==> src/rtl/fetch_unit.sv <==
// fetch_unit: instruction-fetch stage of the pipelined MIPS core.
// Drives the instruction-memory address from the PC register, captures the
// fetched word into the IF/ID register, and selects the next PC from the
// ID-stage Jump/Branch decode. Control resolves in ID with no delay slot, so
// every taken redirect squashes the single wrong-path word already fetched.
//
// Ports:
//   clk, reset        clock; synchronous active-high reset
//   stall             ID hazard stall: hold PC and IF/ID
//   imem_addr         byte address to instruction memory (= pc)
//   imem_rdata        combinational instruction word at imem_addr
//   id_valid          ID-stage instruction is real (tied to ifid_valid)
//   id_jump           00 none, 01 jr, 10 j, 11 jal
//   id_branch_taken   branch condition true in ID
//   id_pc_plus4       PC+4 of the ID-stage instruction
//   id_jump_index     instr[25:0] of the ID-stage instruction
//   id_branch_offset  sign-extended imm16
//   id_jr_target      forwarded rs value for jr
//   ifid_instr        registered instruction to the decoder
//   ifid_pc_plus4     registered PC+4 of ifid_instr
//   ifid_valid        ifid_instr is a real fetched instruction
//   misaligned        pulse when a taken jr target has bits[1:0] != 0
module fetch_unit #(
  parameter logic [31:0] RESET_PC = 32'h0000_0000,
  parameter logic [31:0] NOP_WORD = 32'h0000_0000
) (
  input  logic        clk,
  input  logic        reset,
  input  logic        stall,
  output logic [31:0] imem_addr,
  input  logic [31:0] imem_rdata,
  input  logic        id_valid,
  input  logic [1:0]  id_jump,
  input  logic        id_branch_taken,
  input  logic [31:0] id_pc_plus4,
  input  logic [25:0] id_jump_index,
  input  logic [31:0] id_branch_offset,
  input  logic [31:0] id_jr_target,
  output logic [31:0] ifid_instr,
  output logic [31:0] ifid_pc_plus4,
  output logic        ifid_valid,
  output logic        misaligned
);

  logic [31:0] pc_q, pc_d;
  logic [31:0] instr_q, instr_d;
  logic [31:0] pcp4_q, pcp4_d;
  logic        valid_q, valid_d;

  logic        redirect;
  logic [31:0] target;
  logic [31:0] seq_pc;

  assign seq_pc   = pc_q + 32'd4;
  assign redirect = id_valid & ((id_jump != 2'b00) | id_branch_taken);

  // Jumps take priority over a simultaneously taken branch.
  always_comb begin
    target = id_pc_plus4 + {id_branch_offset[29:0], 2'b00};
    if (id_jump == 2'b01)
      target = {id_jr_target[31:2], 2'b00};
    else if (id_jump[1])
      target = {id_pc_plus4[31:28], id_jump_index, 2'b00};
  end

  always_comb begin
    pc_d    = pc_q;
    instr_d = instr_q;
    pcp4_d  = pcp4_q;
    valid_d = valid_q;
    // Stall ignores redirect: ID re-presents it once the stall drops.
    if (!stall) begin
      if (redirect) begin
        pc_d    = target;
        instr_d = NOP_WORD;
        pcp4_d  = 32'd0;
        valid_d = 1'b0;
      end else begin
        pc_d    = seq_pc;
        instr_d = imem_rdata;
        pcp4_d  = seq_pc;
        valid_d = 1'b1;
      end
    end
  end

  always_ff @(posedge clk) begin
    if (reset) begin
      pc_q    <= RESET_PC;
      instr_q <= NOP_WORD;
      pcp4_q  <= 32'd0;
      valid_q <= 1'b0;
    end else begin
      pc_q    <= pc_d;
      instr_q <= instr_d;
      pcp4_q  <= pcp4_d;
      valid_q <= valid_d;
    end
  end

  // Only flag a misaligned jr that actually redirects this cycle.
  assign misaligned = redirect & ~stall & ~reset & (id_jump == 2'b01) &
                      (|id_jr_target[1:0]);

  assign imem_addr     = pc_q;
  assign ifid_instr    = instr_q;
  assign ifid_pc_plus4 = pcp4_q;
  assign ifid_valid    = valid_q;

endmodule

==> config.mk <==
export PLATFORM = sky130hd
export DESIGN_NAME = fetch_unit
export DESIGN_NICKNAME = d
export VERILOG_FILES = /design/src/rtl/fetch_unit.sv
export SDC_FILE = /design/constraint.sdc
export NUM_CORES = 1
export LEC_CHECK = 0
export ABC_AREA = 1
export CAP_MARGIN = 20
export CORE_MARGIN = 2
export CORE_UTILIZATION = 37
export CTS_CLUSTER_SIZE = 10
export DETAILED_ROUTE_END_ITERATION = 8
export PLACE_DENSITY = 0.67
export SLEW_MARGIN = 20
export SYNTH_ARGS = -nofsm -noshare
export SYNTH_HDL_FRONTEND = slang
export SYNTH_SLANG_ARGS = --single-unit
==> constraint.sdc <==
create_clock -name clk -period 4.4 [get_ports clk]
set_input_delay 0.44 -clock clk [delete_from_list [all_inputs] [get_ports clk]]
set_output_delay 0.44 -clock clk [all_outputs]
set_load 0.005 [all_outputs]
# Yosys cells after proc, flatten, opt, wreduce, memory -nomap -nowiden
# Cells that the tools add are included.
dict set report op_classes {
  n_addsub 2
  eq_ne 1
  muxes 6
  n_bitwise 8
  reduce_logical 2
}
# op n
set ops {}
lappend ops {{$mux 32} 5}
lappend ops {{$add 32x3->32 const B} 1}
lappend ops {{$add 32x32->32} 1}
lappend ops {{$and 1x1->1} 5}
lappend ops {{$eq 2x1->1 const B} 1}
lappend ops {{$not 1->1} 2}
lappend ops {{$reduce_bool 2->1} 1}
lappend ops {{$reduce_or 2->1} 1}
lappend ops {{$mux 1} 1}
lappend ops {{$or 1x1->1} 1}
dict set report totals {
  ff_bits 97
  in_bits 161
  output_inout_bits 98
  word_cells 23
}

# Depth between registers and ports, before layout
# Gate-level depths: netlist of run 1.
dict set report depth {
  depth_word 7
  mapped_depth 14
  depth_no_buf 14
}

# Worst setup path before layout of run 1
# OpenSTA, ideal clock, no wires.
dict set report synth_timing {
  kind {input to register}
  startpoint {in id_pc_plus4[2]}
  endpoint {reg pc_q[16] (netlist: imem_addr[16])}
  setup_time_ps 70
  arrival_time_ps 2024
  t_required_ps 4330
  path_slack_ps 2307
  stages 11
  n_path_buf 0
  path_cell_list {ha_1 -> fa_1 -> nand3_1 -> nand3_1 -> a21oi_1 -> nor2_1 -> o21ai_0 -> nand2_1 -> o21bai_1 -> nand2_1 -> a21oi_1}
}
dict set report synth_between {
  elab_chain_len 4
}
# element line_no
set synth_lines {}
lappend synth_lines {{from (decl)} 35} ;# input logic [31:0] id_pc_plus4,
lappend synth_lines {{$add 32x32->32} 59} ;# target = id_pc_plus4 + {id_branch_offset[29:0], 2'b00};
lappend synth_lines {{$mux 32} 62} ;# else if (id_jump[1])
lappend synth_lines {{$mux 32} 60} ;# if (id_jump == 2'b01)
lappend synth_lines {{$mux 32} 73} ;# if (redirect) begin
lappend synth_lines {{to (signal assigned)} 94} ;# pc_q <= pc_d;
lappend synth_lines {{to (decl)} 45} ;# logic [31:0] pc_q, pc_d;
# No other way between the ends.
# A chain may end at the register's enable or synchronous reset.

# Worst setup path in the final report of run 1
dict set report layout_timing {
  startpoint {in id_jump[0]}
  endpoint {out misaligned}
}
dict set report layout_between {
  elab_chain_len 7
  elab_cells_between_ends 8
  classes_between {1 x eq/ne; 6 x bitwise; 1 x reduce/logical}
}
# element line_no
set layout_lines {}
lappend layout_lines {{from (decl)} 33} ;# input logic [1:0] id_jump,
lappend layout_lines {{$reduce_bool 2->1} 55} ;# assign redirect = id_valid & ((id_jump != 2'b00) | id_branch_taken);
lappend layout_lines {{$or 1x1->1} 55}
lappend layout_lines {{$and 1x1->1} 55}
lappend layout_lines {{$and 1x1->1 (2 in series)} 102} ;# assign misaligned = redirect & ~stall & ~reset & (id_jump == 2'b01) &
lappend layout_lines {{$and 1x1->1 (*) (2 in series)} 102}
lappend layout_lines {{to (decl)} 42} ;# output logic misaligned
# Mark *: on every way between the ends. The rest lies on a longest branch, timed or not.

==> run metrics, run 1 <==
run status finished, final reports clean; met2 wire length about 12 mm; end of the worst hold path ifid_instr[26]; library cell appearing most often on the critical path sky130_fd_sc_hd__clkdlybuf4s50_1; xor and xnor fraction of the mapped netlist area 1.49%; number of search-and-repair iterations in the first detailed-routing pass 5; wire length on met3 between 1 and 1.5 mm; most frequent cells after synthesis sky130_fd_sc_hd__nand2_1, sky130_fd_sc_hd__inv_1, sky130_fd_sc_hd__a21oi_1; global-route usage over all layers 24.5%; Synth top area share 27.6%; Finished Layout Cells ~1700; startpoint of the worst hold path ifid_instr[26]; fraction of layout instances using a drive strength above 1 under 10%; number of cells on the worst hold path 2; max capacitance violation total 0; Filler cells 1936; final routed wirelength across all metal layers roughly 25 mm; CTS H-tree depth 3; post-synthesis cell type count 42; Num Clock Sinks 97; transition at the pin with the smallest max-transition slack 1060 ps; data arrival time of the critical path 3160 ps; routed metal-1 wire length ~11 mm; Crit-path slowest cell sky130_fd_sc_hd__clkdlybuf4s50_1; Area Overhead vs Synth 42.9%; hold buffer count at CTS 0; HPWL after detailed placement 20.2 mm; Max FO, Critical Path 19; via count of the first global-routing pass 7599; critical path startpoint category input port; class of the tightest hold or removal check register to register; Fin Clk Skew between 10 and 15 ps; area taken by multi-input logic gates roughly 4300 sq um; number of remaining DRC errors 0; Synth Area in Simple Gates 37.5%; setup total negative slack 0 ps; number of buffers added on ports 256; Worst Setup End Kind output pin; ordered list of cells on the worst path clkdlybuf4s50_1 -> nor2_4 -> inv_2 -> o21a_1 -> clkinv_2 -> nor2_2 -> inv_1 -> nor3_1 -> clkdlybuf4s50_1; global-route congestion overflow total 0; number of buffers inserted by post-CTS setup repair 0; placed inst area roughly 9800 sq um; commonest register cell after synthesis sky130_fd_sc_hd__dfxtp_1; buffer depth of the longest clock path 2; RR Endpoint imem_addr[17]; First DRT Iteration DRCs 602; CTS Buf Count 9; mean instance size in the synthesized netlist 5.90 sq um; final max-slew violation count 0; initial standard-cell utilization of the core 37.7%; clock tree from TritonCTS done; crit path from id_jump[0]; Worst Hold Margin 463 ps; clock root cell sky130_fd_sc_hd__clkbuf_16; fraction of the yosys area taken by sequential cells 27.6%; uppermost layer routed met4; Final Hold Violating Endpoints 0; cell types with the largest area share after synthesis sky130_fd_sc_hd__dfxtp_1, sky130_fd_sc_hd__nand2_1, sky130_fd_sc_hd__inv_1, sky130_fd_sc_hd__a21oi_1, sky130_fd_sc_hd__nand3_1; adder and majority gate portion of the synthesized area 5.61%; logic depth of the worst register-to-register path 9; Layout Cell Area excl Fill 10100 sq um; nets@finish 1620; number of warnings printed during yosys synthesis 0; width of the die approximately 140 microns; global-route wire length before repair 39.3 mm; FMAX 277 MHz; setup repair after global routing missed its margin no; largest family of logic cells by synthesized area simple AND/OR/NAND/NOR gates; critical register-to-register path startpoint imem_addr[2]; number of storage elements in the synthesis netlist between 90 and 100; final worst path period need 3600 ps; delay of the slowest cell on the worst path 540 ps; Placement Rows 50; most frequent cell after synthesis sky130_fd_sc_hd__nand2_1; worst reg-to-reg setup slack 2150 ps; antenna diode instance count 0; maximum number of pins on one net before global-route repair 78; number of setup violations in the final report 0; clock transition at the registers of the reported paths 80 ps; nets in the synthesized netlist 1386; via count of the routed design 8211; number of nets with antenna violations after detailed routing 0; peak ir drop on the vdd network 235 uV; worst slew margin relative to its limit 29.4%; overall power roughly 0.0025 W; sequential cell area 1940 sq um; initial antenna violation count 0; count of flip-flops with a built-in enable after synthesis 0; post-DR wirelength/cell 15.1 microns; share of the clock period used by the worst path 81.9%; floorplan die area 20200 sq um; Clock Latency Late Sink 360 ps; number of top-level pins 259; leakage 4.51 nW; leading area contributor after synthesis sky130_fd_sc_hd__dfxtp_1; die outline height 142 microns; synthesized instance count approximately 1200; global placement routability congestion 0.963; CP Data Required Time 3960 ps; via density per instance 4.93; share of synthesized registers carrying an async set or reset 0%; PostCTS Resize Cnt 0; mux contribution to synthesized area 0%; kind of critical path input port to output pin; power per unit of standard cell area 252 nW/um^2; post-synthesis compound-gate area fraction 16.7%; number of placed instances with taps included about 1700; cell area after synthesis just over 7000 sq um; core region area 18700 sq um
[worst max-delay path, delay by kind of cell]
| family | cells | cell delay (ps) |
|---|---|---|
| simple gates | 3 | 770 |
| compound gates | 1 | 180 |
| buf+inv | 5 | 1760 |
[power by group]
| group | internal, W | switching [W] |
|---|---|---|
| clock | 0.000405 | 0.000393 |
| sequential | 0.000928 | 0.0000510 |
| combinational | 0.000372 | 0.000394 |
[through the flow]
| step | worst slack, ps | utilization [%] |
|---|---|---|
| floorplan | 2310 | - |
| global placement | 820 | 52.2 |
| detailed placement | 791 | 52.2 |
| CTS | 780 | 53.9 |
| global route | 572 | 53.9 |
| finish | 796 | 53.9 |
[worst max-delay path by stage]
stage	slack [ps]	endpoint	cells past startpoint
after detailed placement	790	misaligned	9
after global placement	820	misaligned	9
after floorplan	2310	imem_addr[16]	11
final	800	misaligned	9
after global routing	570	misaligned	9
after CTS	780	misaligned	9
[per-layer routing]
| metal | GRT usage, % | up-vias |
|---|---|---|
| met4 | 5.84 | 0 |
| met3 | 3.87 | 28 |
| met1 | 32.6 | 3695 |
| li1 | - | 4282 |
| met5 | 0 | - |
| met2 | 41.7 | 206 |
[kinds of logic (layout without fill, tap and decap cells)]
logic type	after synthesis	count (layout)
buf+inv	200	439
xor+xnor	12	12
fa+ha+maj	31	31
flops	97	97
simple gates	641	641
compound gates	213	213
[area by class of cell]
cell class / instances / area share, %
Multi-Input combinational cell: 897 / 42.9
Timing Repair Buffer: 264 / 25.9
Sequential cell: 97 / 19.3
Inverter: 159 / 5.94
Tap cell: 234 / 2.91
Clock buffer: 9 / 2.24
Clock inverter: 7 / 0.807
[placed cells by master (no fill, tap or decap), types with 2 or more instances in the layout]
cell                              instances
sky130_fd_sc_hd__a31oi_1                  5
sky130_fd_sc_hd__o21bai_1                 8
sky130_fd_sc_hd__a22o_1                  14
sky130_fd_sc_hd__clkbuf_16                9
sky130_fd_sc_hd__nand3_1                 79
sky130_fd_sc_hd__inv_8                    2
sky130_fd_sc_hd__o21ai_0                 65
sky130_fd_sc_hd__dfxtp_1                 97
sky130_fd_sc_hd__o211ai_1                 6
sky130_fd_sc_hd__nor2_1                  98
sky130_fd_sc_hd__or2_2                    5
sky130_fd_sc_hd__xnor2_1                  9
sky130_fd_sc_hd__inv_1                  156
sky130_fd_sc_hd__nor2_2                   4
sky130_fd_sc_hd__nand2_1                417
sky130_fd_sc_hd__clkinv_8                 2
sky130_fd_sc_hd__nand3b_1                 4
sky130_fd_sc_hd__a21oi_1                105
sky130_fd_sc_hd__xor2_1                   3
sky130_fd_sc_hd__nor3_1                  11
sky130_fd_sc_hd__nand4_1                 11
sky130_fd_sc_hd__and2_1                   4
sky130_fd_sc_hd__clkdlybuf4s50_1        254
sky130_fd_sc_hd__clkinv_4                 2
sky130_fd_sc_hd__buf_2                    2
sky130_fd_sc_hd__nor3_4                   2
sky130_fd_sc_hd__o21ai_1                  4
sky130_fd_sc_hd__ha_1                    30
sky130_fd_sc_hd__buf_4                    8
[sequential cells by signal, summed over array words and instances, names as in the netlist]
name           cells
ifid_instr        32
ifid_pc_plus4     32
imem_addr         32
ifid_valid         1
Note: power is estimated with default switching activity, not from simulation.
==> run 2: changes to the inputs <==
Settings changed: PLACE_DENSITY 0.67 to 0.69.
Clock period 4.4 ns to 3.3 ns, I/O delays scaled along.
==> run metrics, run 2 (synthesis gave the netlist of run 1 again) <==
initial standard-cell utilization of the core a little under two fifths; clock transition at the registers of the reported paths 80 ps; Placement Rows 50; leakage around 4.5 nW; number of top-level pins 259; number of buffers added on ports 256; CTS Buf Count 9; share of the clock period used by the worst path 81.7%; PostCTS Resize Cnt 0; number of nets with antenna violations after detailed routing 0; global-route track usage on met3 3.67%; number of search-and-repair iterations in the first detailed-routing pass 5; global placement routability congestion 0.957; core region area ~19000 sq um; CTS H-tree depth 3; antenna diode instance count 0; final max-slew violation count 0; buffer depth of the longest clock path 2; most frequent standard cell in the layout excluding fill and tap cells sky130_fd_sc_hd__nand2_1; placed inst area 9800 sq um; width of the die ~140 microns; Final Hold Violating Endpoints 0; most used routing layer in global routing met2; number of setup violations in the final report 0; max capacitance violation total 0; data arrival time of the critical path 2360 ps; nets@finish 1624; maximum number of pins on one net before global-route repair 54; clock tree from TritonCTS done; power per unit of standard cell area around 340 nW/um^2; Max FO, Critical Path 10; clock root cell sky130_fd_sc_hd__clkbuf_16; Fin Clk Skew about 12 ps; class of the tightest hold or removal check input port to register; hold buffer count at CTS 0; via count of the routed design 8319; setup total negative slack 0 ps; final routed wirelength across all metal layers about 25 mm; global-route congestion overflow total 0; met1 usage between 30% and 40%; via count of the first global-routing pass 7436; global-route usage over all layers 24.5%; CP Data Required Time 2970 ps; Num Clock Sinks 97; critical path startpoint category input port; overall power about 0.0034 W; transition at the pin with the smallest max-transition slack 622 ps; HPWL after detailed placement 20.4 mm; initial antenna violation count 0; First DRT Iteration DRCs 615; global-route wire length before repair 39.0 mm; Area Overhead vs Synth 43.3%; setup repair after global routing missed its margin no; Layout Cell Area excl Fill between 10000 and 15000 sq um; number of remaining DRC errors 0; final worst path period need between 2000 and 3000 ps; post-DR wirelength/cell around 15 microns; die outline height between 100 and 150 microns; Clock Latency Late Sink 350 ps; run status finished, final reports clean; Filler cells 1901; FMAX 371 MHz; number of buffers inserted by post-CTS setup repair 0; floorplan die area roughly 20000 sq um; GRT met2 Usage 40.7%; peak ir drop on the vdd network 256 uV; fraction of layout instances using a drive strength above 1 3.20%; commonest cells after routing, fill and taps aside sky130_fd_sc_hd__nand2_1, sky130_fd_sc_hd__clkdlybuf4s50_1, sky130_fd_sc_hd__inv_1, sky130_fd_sc_hd__a21oi_1, sky130_fd_sc_hd__nor2_1; kind of critical path input port to output pin; via density per instance 4.98; worst slew margin relative to its limit 58.5%; Worst Setup End Kind output pin
[run 2: cell types whose count changed in the layout (fill, tap and decap cells not counted), sizes merged]
| cell | previous run | this run |
|---|---|---|
| buf | 10 | 14 |
| bufinv | 0 | 1 |
| clkbuf | 9 | 10 |
| clkinv | 6 | 4 |
[run 2: final cells by class]
type                            instances  area, sq um  area share [%]
Clock buffer                           10          229            2.27
Clock inverter                          6         75.1           0.743
Inverter                              159          598            5.92
Tap cell                              234          293            2.90
Multi-Input combinational cell        897         4320            42.8
Sequential cell                        97         1940            19.2
Timing Repair Buffer                  268         2640            26.2
[run 2: stage by stage]
step                      utilization (%)  instances  worst slack [ps]  hold WS (ps)
after floorplan                         -       1194              1320           453
after global placement               52.4       1655               548           447
after detailed placement             52.4       1655               584           454
after CTS                            54.0       1671               563           454
after global routing                 54.0       1671               450           484
final                                54.0       1671               605           459
[run 2: power breakdown]
group / internal, W / switching [W]
Combinational: 0.000500 / 0.000524
Sequential: 0.00124 / 0.0000715
Clock: 0.000602 / 0.000494
Total: 0.00234 / 0.00109
[run 2: critical path: stages]
cell and delay, ps:
sky130_fd_sc_hd__clkdlybuf4s50_1 550, sky130_fd_sc_hd__nor2_4 60, sky130_fd_sc_hd__inv_2 170, sky130_fd_sc_hd__o21a_1 180, sky130_fd_sc_hd__clkinv_2 70, sky130_fd_sc_hd__nor2_2 90, sky130_fd_sc_hd__inv_1 150, sky130_fd_sc_hd__nor3_1 210
sky130_fd_sc_hd__clkdlybuf4s50_1 550
[run 2: final timing paths]
| path | start | end | slack [ps] | cells after the start |
|---|---|---|---|---|
| worst max register to register | imem_addr[2] | imem_addr[17] | 1070 | 9 |
| worst min register to register | ifid_instr[1] | ifid_instr[1] | 460 | 2 |
| worst min-delay path | stall | ifid_instr[3] | 460 | 3 |
| worst max-delay path | id_jump[1] | misaligned | 610 | 9 |
[run 2: per-layer routing]
| metal | vias to the layer above | part of all wire (%) |
|---|---|---|
| met3 | 32 | 5.7 |
| met5 | - | 0 |
| met1 | 3733 | 45 |
| met4 | 0 | 2.0 |
| met2 | 271 | 47 |
| li1 | 4283 | - |
==> run 3: changes to the inputs <==
Clock period 3.3 ns to 2.3 ns, I/O delays scaled along.
==> run metrics, run 3 (synthesis gave the netlist of run 1 again) <==
HPWL after detailed placement between 20 and 25 mm; most frequent standard cell in the layout excluding fill and tap cells sky130_fd_sc_hd__nand2_1; antenna diode instance count 0; global-route usage over all layers 25.0%; RR Endpoint imem_addr[18]; class of the tightest hold or removal check input port to register; critical path startpoint category input port; startpoint of the worst hold path stall; ordered list of cells on the worst path clkdlybuf4s50_1 -> ha_1 -> fa_1 -> nand3_1 -> nand3_1 -> a21oi_1 -> nor2_1 -> o21ai_0 -> nand2_1 -> o21bai_1 -> nand2_1 -> a21oi_1; worst slew margin relative to its limit between 50% and 60%; core region area 18700 sq um; Max FO, Critical Path 5; via count of the first global-routing pass 7837; Placement Rows 50; global-route congestion overflow total 0; logic depth of the worst register-to-register path 11; delay of the slowest cell on the worst path between 400 and 500 ps; leakage 4.84 nW; number of buffers added on ports 256; Clock Latency Late Sink 360 ps; clock tree from TritonCTS done; nets@finish between 1500 and 2000; number of cells on the worst hold path 3; CP Data Required Time 2580 ps; post-DR wirelength/cell about 15 microns; kind of critical path input port to register; setup total negative slack 0 ps; clock transition at the registers of the reported paths 80 ps; global placement routability congestion 0.949; Final Hold Violating Endpoints 0; FMAX 473 MHz; data arrival time of the critical path 2390 ps; Layout Cell Area excl Fill 10600 sq um; die outline height 142 microns; First DRT Iteration DRCs 591; via count of the routed design 8461; critical register-to-register path startpoint imem_addr[3]; number of remaining DRC errors 0; Worst Setup End Kind register; transition at the pin with the smallest max-transition slack 614 ps; final routed wirelength across all metal layers 25.8 mm; initial standard-cell utilization of the core 37.7%; floorplan die area 20200 sq um; max capacitance violation total 0; Post-Place Worst Slack -160 ps; Crit-path slowest cell sky130_fd_sc_hd__clkdlybuf4s50_1; run status finished, final reports clean; placed inst area 10200 sq um; width of the die between 100 and 150 microns; number of search-and-repair iterations in the first detailed-routing pass 5; global-route wire length before repair 40.0 mm; via density per instance around 5; setup repair after global routing missed its margin no; CTS H-tree depth 3; Area Overhead vs Synth 49.9%; worst reg-to-reg setup slack 260 ps; commonest cells after routing, fill and taps aside sky130_fd_sc_hd__nand2_1, sky130_fd_sc_hd__clkdlybuf4s50_1, sky130_fd_sc_hd__inv_1, sky130_fd_sc_hd__a21oi_1, sky130_fd_sc_hd__nor2_1; share of the clock period used by the worst path 91.8%; Filler cells 1873; Num Clock Sinks 97; maximum number of pins on one net before global-route repair 54; final worst path period need ~2100 ps; clock root cell sky130_fd_sc_hd__clkbuf_16; end of the worst hold path ifid_instr[24]; post-route worst setup slack ~190 ps; peak ir drop on the vdd network between 200 and 300 uV; sequential cell area 1940 sq um; fraction of layout instances using a drive strength above 1 between 7 and 8%; hold buffer count at CTS 0; area taken by multi-input logic gates 4330 sq um; CTS Buf Count 9; initial antenna violation count 0; power per unit of standard cell area between 400 and 500 nW/um^2; Fin Clk Skew about 14 ps; number of setup violations in the final report 0; number of nets with antenna violations after detailed routing 0; buffer depth of the longest clock path 2; final max-slew violation count 0; number of top-level pins 259
run 3: cell types whose count changed in the layout (fill, tap and decap cells not counted), sizes merged:
cell           delta
clkinv            +1
inv               +1
clkbuf            -1
dlygate4sd2       +1
bufinv            -1
dlymetal6s2s      +1
buf              +57
clkdlybuf4s50     -2
run 3: final cells by class:
| type | instances | area share, % |
|---|---|---|
| Sequential cell | 97 | 18.4 |
| Clock buffer | 9 | 2.13 |
| Multi-Input combinational cell | 897 | 41.0 |
| Timing Repair Buffer | 325 | 29.3 |
| Clock inverter | 7 | 0.746 |
| Tap cell | 234 | 2.77 |
| Inverter | 159 | 5.66 |
run 3: per-layer routing:
layer | GRT usage (%) | routed length, microns
met5 | 0 | 0
met4 | 6.68 | 548
met3 | 2.56 | 966
met1 | 33.8 | 11900
met2 | 42.5 | 12400
run 3: how the worst max path moves through the flow:
stage,start,end,slack [ps],depth (start not counted)
after global routing,id_pc_plus4[2],imem_addr[22],4,14
after global placement,id_jump[1],misaligned,-130,9
after CTS,id_jump[0],misaligned,30,9
after detailed placement,id_branch_offset[0],imem_addr[16],-160,12
after floorplan,id_pc_plus4[2],imem_addr[16],420,11
final,id_branch_offset[0],imem_addr[16],190,12
run 3: worst max-delay path, delay by kind of cell:
kind / cells / cell delay [ps]
compound gates: 4 / 670
fa+ha+maj: 2 / 620
buf+inv: 1 / 420
simple gates: 5 / 460
run 3: metrics by stage:
step | util (%) | power (W) | hold WS (ps) | cells
6_report | 56.5 | 0.00501 | 350 | 1728
4_1_cts | 56.4 | 0.00502 | 336 | 1728
3_5_place_dp | 54.8 | 0.00350 | 450 | 1712
5_1_grt | 56.5 | 0.00527 | 351 | 1728
2_1_floorplan | - | 0.00265 | 373 | 1194
3_3_place_gp | 54.8 | 0.00348 | 445 | 1712
run 3: where the power goes:
part / internal [W] / leakage [nW] / switching (W) / total, W
clock: 0.000778 / 0.150 / 0.000758 / 0.00154
combinational: 0.000815 / 3.89 / 0.000785 / 0.00160
sequential: 0.00177 / 0.797 / 0.0000968 / 0.00187
total: 0.00337 / 4.84 / 0.00164 / 0.00501
run 3: timing repair:
item | 4_1_cts | 5_1_grt
gates resized for setup | 2 | 2
buffers inserted | 0 | 0
setup endpoints to repair | 1 | 2
